--- config.mk ---
export PLATFORM = sky130hd
export DESIGN_NAME = adder
export DESIGN_NICKNAME = d
export VERILOG_FILES = /design/src/rtl/adder_pkg.sv /design/src/rtl/adder_sm_add_core.sv /design/src/rtl/adder.sv
export SDC_FILE = /design/constraint.sdc
export NUM_CORES = 1
export LEC_CHECK = 0
export ABC_AREA = 1
export ABC_CLOCK_PERIOD_IN_PS = 800
export CAP_MARGIN = 5
export CORE_MARGIN = 2
export CORE_UTILIZATION = 23
export DETAILED_ROUTE_END_ITERATION = 10
export MAX_ROUTING_LAYER = met4
export PLACE_DENSITY = 0.42
export SLEW_MARGIN = 5
export SYNTH_ARGS = -nofsm -noshare
export SYNTH_HDL_FRONTEND = slang
export SYNTH_SLANG_ARGS = --single-unit
--- constraint.sdc ---
create_clock -name clk -period 0.8 [get_ports clk]
set_clock_uncertainty 0.1 [all_clocks]
set_input_delay 0.16 -clock clk [delete_from_list [all_inputs] [get_ports clk]]
set_output_delay 0.16 -clock clk [all_outputs]
set_load 0.01 [all_outputs]
--- src/rtl/adder_pkg.sv ---
// rtl/adder_pkg.sv - shared constants for the sign-magnitude adder
package adder_pkg;

  localparam int DEFAULT_WIDTH = 8;
  localparam int SIGN_BIT      = DEFAULT_WIDTH - 1;
  localparam logic [DEFAULT_WIDTH-2:0] MAX_MAG = {(DEFAULT_WIDTH-1){1'b1}};

endpackage

--- src/rtl/adder_sm_add_core.sv ---
// rtl/adder_sm_add_core.sv - combinational sign-magnitude add with saturation
module sm_add_core
  import adder_pkg::*;
#(
  parameter int WIDTH = DEFAULT_WIDTH
) (
  input  logic [WIDTH-1:0] a,
  input  logic [WIDTH-1:0] b,
  output logic [WIDTH-1:0] sum,
  output logic             ovf
);

  localparam int MW = WIDTH - 1;

  logic          sign_a;
  logic          sign_b;
  logic [MW-1:0] mag_a;
  logic [MW-1:0] mag_b;
  logic [MW:0]   mag_sum;
  logic [MW-1:0] mag_res;
  logic          sign_res;

  assign sign_a  = a[MW];
  assign sign_b  = b[MW];
  assign mag_a   = a[MW-1:0];
  assign mag_b   = b[MW-1:0];
  assign mag_sum = {1'b0, mag_a} + {1'b0, mag_b};

  always_comb begin
    mag_res  = '0;
    sign_res = 1'b0;
    ovf      = 1'b0;
    if (sign_a == sign_b) begin
      sign_res = sign_a;
      if (mag_sum[MW]) begin
        mag_res = {MW{1'b1}};
        ovf     = 1'b1;
      end else begin
        mag_res = mag_sum[MW-1:0];
      end
    end else if (mag_a >= mag_b) begin
      mag_res  = mag_a - mag_b;
      sign_res = sign_a;
    end else begin
      mag_res  = mag_b - mag_a;
      sign_res = sign_b;
    end
    // A zero magnitude is always reported as +0, never -0.
    if (mag_res == '0) begin
      sign_res = 1'b0;
    end
  end

  assign sum = {sign_res, mag_res};

endmodule

--- src/rtl/adder.sv ---
// rtl/adder.sv - registered sign-magnitude adder, one-cycle latency
module adder
  import adder_pkg::*;
#(
  parameter int WIDTH = DEFAULT_WIDTH
) (
  input  logic             clk,
  input  logic             rst,
  input  logic             in_valid,
  input  logic [WIDTH-1:0] a,
  input  logic [WIDTH-1:0] b,
  output logic [WIDTH-1:0] out,
  output logic             out_valid,
  output logic             ovf
);

  logic [WIDTH-1:0] sum;
  logic             sum_ovf;

  logic [WIDTH-1:0] out_d, out_q;
  logic             ovf_d, ovf_q;
  logic             valid_d, valid_q;

  sm_add_core #(.WIDTH(WIDTH)) u_core (
    .a   (a),
    .b   (b),
    .sum (sum),
    .ovf (sum_ovf)
  );

  // Result registers only load on a valid pair and hold otherwise.
  always_comb begin
    out_d   = out_q;
    ovf_d   = ovf_q;
    valid_d = in_valid;
    if (in_valid) begin
      out_d = sum;
      ovf_d = sum_ovf;
    end
  end

  always_ff @(posedge clk or posedge rst) begin
    if (rst) begin
      out_q   <= '0;
      ovf_q   <= 1'b0;
      valid_q <= 1'b0;
    end else begin
      out_q   <= out_d;
      ovf_q   <= ovf_d;
      valid_q <= valid_d;
    end
  end

  assign out       = out_q;
  assign ovf       = ovf_q;
  assign out_valid = valid_q;

endmodule

==> results.yml, run 1 <==
outcome:
  outcome: "did not finish"
  haltStage: "detailed routing"
  error: "[ERROR DRT-0255] Maze Route cannot find path of net clk in worker of routeBox ( 48300 0 ) ( 88965 48300 )."
synthesis:
  synth.top_cell.area_share_pct: 17.3
  yosys-mux-area-fraction_pct: 0
  synthSimpleGateAreaFrac_pct: 36.1
  synth_cell_type_count: 29
  yosysMostFrequentCell: "nand2_1"
  ys_async_sr_fraction_pct: 100
  yosys_warnings: 0
  ys_top_cells_by_count: "74 x nand2_1, 40 x inv_1, 23 x ha_1, 21 x nand3_1"
  synth_top_cells_by_area: "ha_1 17%, nand2_1 17%, dfrtp_1 15%"
  synth_top_family_by_area: "simple AND/OR/NAND/NOR gates"
  syn_nets: 291
  ys_seq_area_share_pct: 15.1
  synth-compound-area-share_pct: 9.65
  yosys.area_share.adder_pct: 20.9
  synthXorXnorAreaFrac_pct: 4.22
  synth-seq-cells: 10
  syn_area_mm2: 0.00166
  avgSynthCellArea_um2: 6.75
  syn_inst: 246
  synth_edf_count: 0
  synthFlopType: "dfrtp_1"
  yosys.area.top_type: "ha_1"
global_route:
  grt_pass1_vias: 1861
  grt_pass1_wl_mm: 8.55
  grt_max_degree: 15
  antenna_found_initial: 0
  overflow: 0
  gr-usage-all-layers_pct: 14.0
placed_design:
  dpl_worst_slack_ps: -1690
  place.detailed.hpwl_mm: 3.96
  portBuffers: 28
  place.detailed.instances: 422
  dpl_cell_area_mm2: 0.00258
  gp_congestion: 0.832
timing:
  endpoint_type: "register input"
  worst_endpoint: "out[7]$_DFFE_PP0P_/D"
die:
  io_pins: 29
  row_count: 30
  fp.dieH_um: 89.0
  die_x_um: 89.0
  initial_core_util_pct: 24.0
clock_network:
  cts-buffers-inserted: 3
  htreeDepth: 1
  cts_root_buffer: "clkbuf_8"
  cts_buffer_depth: 2
  clock-sinks: 10
metal layers:
metal and track usage [%]:
met5 -, met4 2.85, met3 0.923, met2 24.6, met1 17.8
cell families after synthesis:
kind of cell | Yosys count
flip-flops | 10
XOR/XNOR | 8
AO/OA/AOI/OAI | 23
buffers and inverters | 50
AND/OR/NAND/NOR | 129
adder cells (fa/ha/maj) | 26
metrics by stage:
stage                     TNS (ps)  util, %
after global placement      -16780     37.3
after CTS                    -8880     41.7
after floorplan              -5990        -
after detailed placement    -16850     37.3
after global routing        -10120     43.1
repair_timing:
item | in CTS | in global routing
pin swaps | 41 | 29
hold buffers | 0 | 0
endpoints found under the setup margin | 19 | 19
endpoints found under the hold margin | 0 | 0
setup buffers | 18 | 1
resized for setup | 162 | 27
==> run 2, diff against run 1 <==
--- a/config.mk
+++ b/config.mk
@@ -9,10 +9,9 @@
 export ABC_CLOCK_PERIOD_IN_PS = 800
 export CAP_MARGIN = 5
 export CORE_MARGIN = 2
-export CORE_UTILIZATION = 23
+export CORE_UTILIZATION = 20
 export DETAILED_ROUTE_END_ITERATION = 10
-export MAX_ROUTING_LAYER = met4
-export PLACE_DENSITY = 0.42
+export PLACE_DENSITY_LB_ADDON = 0.15
 export SLEW_MARGIN = 5
 export SYNTH_ARGS = -nofsm -noshare
 export SYNTH_HDL_FRONTEND = slang
==> results.yml, run 2 <==
power_and_ir_drop:
  p_per_area_mw_per_mm2: 1200
  p_int_mw: 2.35
  seqPwrFrac_pct: 17.0
  peakVddDrop_mv: 0.404
  p_sw_share_pct: 37.2
  clock_power_share_pct: 16.9
  power_leakage_nw: 1.53
  p_sw_mw: 1.39
  comb_power_share_pct: 66.1
clock_network:
  insertion_delay_ps: 240
  cts_root_buffer: "clkbuf_8"
  htreeDepth: 1
  clock-sinks: 10
  cts_hold_buf: 0
  cts-buffers-inserted: 3
  cts_tree: "yes"
  cts_buffer_depth: 2
  clkTransAtPathRegs_ps: 50
worst_setup_path:
  endpoint: "out[7]$_DFFE_PP0P_"
  r2r_setup_slack_ps: -230
  setup.worst_path.start_class: "input port"
  ff2ff_path_depth: 4
  critical_path_required_ps: 830
  cp_common_cell: "nand2_1"
  r2r_start: "out[1]$_DFFE_PP0P_"
  worstSetupStartpoint: "a[1]"
  cp.arrival_ps: 1750
  end_kind: "register"
  critPathMaxFanout: 3
  r2r_end: "out[1]$_DFFE_PP0P_"
  critPathSlowestCell: "fa_2"
  critical_path_class: "in -> reg"
  slowest_delay_ps: 460
  worstPathCellList: "buf_8 > clkinvlp_4 > fa_2 > o21ai_4 > buf_4 > xor2_1 > nand2_1 > nand2_2 > nand2_1 > nor2_1 > nand2_1 > nand2_1 > nand2_1"
synthesis:
  synth_cell_type_count: 29
  yosys.area.top_type: "ha_1"
  yosysMostFrequentCell: "nand2_1"
  synthFlopType: "dfrtp_1"
  syn_inst: 246
  synth_edf_count: 0
  yosys_warnings: 0
  ys_seq_area_share_pct: 15.1
  synth-seq-cells: 10
  syn_area_mm2: 0.00166
  synth_top_cells_by_area: "ha_1 17%, nand2_1 17%, dfrtp_1 15%"
  ys_async_sr_fraction_pct: 100
  avgSynthCellArea_um2: 6.75
  syn_nets: 291
  synth.top_cell.area_share_pct: 17.3
  ys_top_cells_by_count: "74 x nand2_1, 40 x inv_1, 23 x ha_1, 21 x nand3_1"
detailed_routing:
  wirelength_mm: 5.05
  via_count: 1834
  drt-initial-drc-count: 34
  first_pass_iters: 4
  avgRoutedWirePerCell_um: 11.0
  ant_nets: 0
  route.detailed.drc: 0
  post_drt_via_cell_ratio: 4.00
outcome:
  outcome: "finished with violations"
  violations: "setup timing"
placed_design:
  place.detailed.hpwl_mm: 4.03
  gp_congestion: 0.809
  portBuffers: 28
  dpl_cell_area_mm2: 0.00259
timing:
  drv_slew: 0
  relSlewSlack_pct: 72.4
  whs_ps: 116
  hold_viol: 0
  worst_pin_slew_ps: 413
  fin_crit_sh_pct: 215
  setup_viol: 19
  period_needed_ps: 1720
  fin_ws_ps: -923
  clock.fmax_mhz: 580
  rsz0062_at_grt: "yes"
die:
  io_pins: 29
  initial_core_util_pct: 20.4
  core_area_mm2: 0.00813
  fp.dieH_um: 95.1
  die_area_mm2: 0.00905
  die_x_um: 95.1
  row_count: 33
flow_run:
  drv_cap: 0
global_route:
  grt_max_degree: 15
  gr-usage-all-layers_pct: 12.3
  grt_pass1_wl_mm: 8.78
  grt_pass1_vias: 1889
  antenna_found_initial: 0
  overflow: 0
finish:
  diodes: 0
  drive_above_1_share_pct: 55.5
  layout_commonest_cell: "buf_4"
  final_cell_mix: "70 x buf_4, 66 x nand2_1, 26 x inv_1, 17 x buf_6, 13 x nand3_1"
  syn2layout_area_growth_pct: 86.8
  final_nets: 399
  largest_reg_flops: 8
  utilization_pct: 38.1
  fin_area_mm2: 0.00310
hold_path:
  hp-class: "in -> async"
run 2: cell counts after synthesis:
Identical to the previous run, type by type.
run 2: worst min path at each step:
stage | from | to | slack [ps]
floorplan | rst | out[0]$_DFFE_PP0P_ | -100
global placement | rst | out[6]$_DFFE_PP0P_ | 390
detailed placement | rst | ovf$_DFFE_PP0P_ | 370
CTS | rst | out[6]$_DFFE_PP0P_ | 120
global route | rst | ovf$_DFFE_PP0P_ | 130
finish | rst | ovf$_DFFE_PP0P_ | 120
run 2: power by group through the flow:
| stage | Sequential (mW) | Clock [mW] | Combinational (mW) |
|---|---|---|---|
| after global routing | 0.648 | 0.675 | 2.73 |
| after CTS | 0.626 | 0.657 | 2.35 |
| after global placement | 0.639 | 0 | 2.03 |
| after detailed placement | 0.640 | 0 | 2.02 |
| after floorplan | 0.681 | 0 | 0.991 |
| final | 0.637 | 0.631 | 2.47 |
run 2: final cells by class:
| class | count | area [µm²] |
|---|---|---|
| clock buffer | 4 | 55.1 |
| sequential | 10 | 250 |
| timing repair buffer | 109 | 937 |
| tap | 105 | 131 |
| fill | 853 | 5030 |
| inverter | 44 | 199 |
| multi-input combinational | 186 | 1530 |
run 2: worst max-delay path: cells and delay by family:
| family | cells | cell delay, ps |
|---|---|---|
| XOR/XNOR | 1 | 150 |
| buffers and inverters | 3 | 340 |
| adder cells (fa/ha/maj) | 1 | 460 |
| AO/OA/AOI/OAI | 1 | 200 |
| AND/OR/NAND/NOR | 7 | 450 |
run 2: cells by family after synthesis:
group                      count (synthesis)  synth area share (%)
xor gates and xnor gates                   8                  4.22
and+or+nand+nor                          129                  36.1
DFF                                       10                  15.1
AOI/OAI and AO/OA                         23                  9.65
buffers and inverters                     50                  14.0
adders and majority gates                 26                  20.9
run 2: timing repair:
action,CTS,global route
setup buffers,22,2
gates resized for setup,167,23
pin swaps,47,13
endpoints found under the setup margin,19,19
gates cloned,0,0
run 2: metal layers:
metal,part of all wire [%],GRT usage (%)
met4,2.1,4.83
met1,46,15.8
met5,0,0
met3,3.2,0.949
met2,49,21.4
run 2: stage by stage:
| stage | cells | power [mW] | setup slack (ps) | setup TNS (ps) |
|---|---|---|---|---|
| 2_1_floorplan | 246 | 1.67 | -864 | -5990 |
| 3_3_place_gp | 431 | 2.67 | -1670 | -16870 |
| 3_5_place_dp | 431 | 2.66 | -1690 | -17190 |
| 4_1_cts | 457 | 3.63 | -869 | -8900 |
| 5_1_grt | 458 | 4.05 | -1020 | -10180 |
| 6_report | 458 | 3.74 | -923 | -8830 |
No activity file was read; power rests on OpenSTA's default activity.
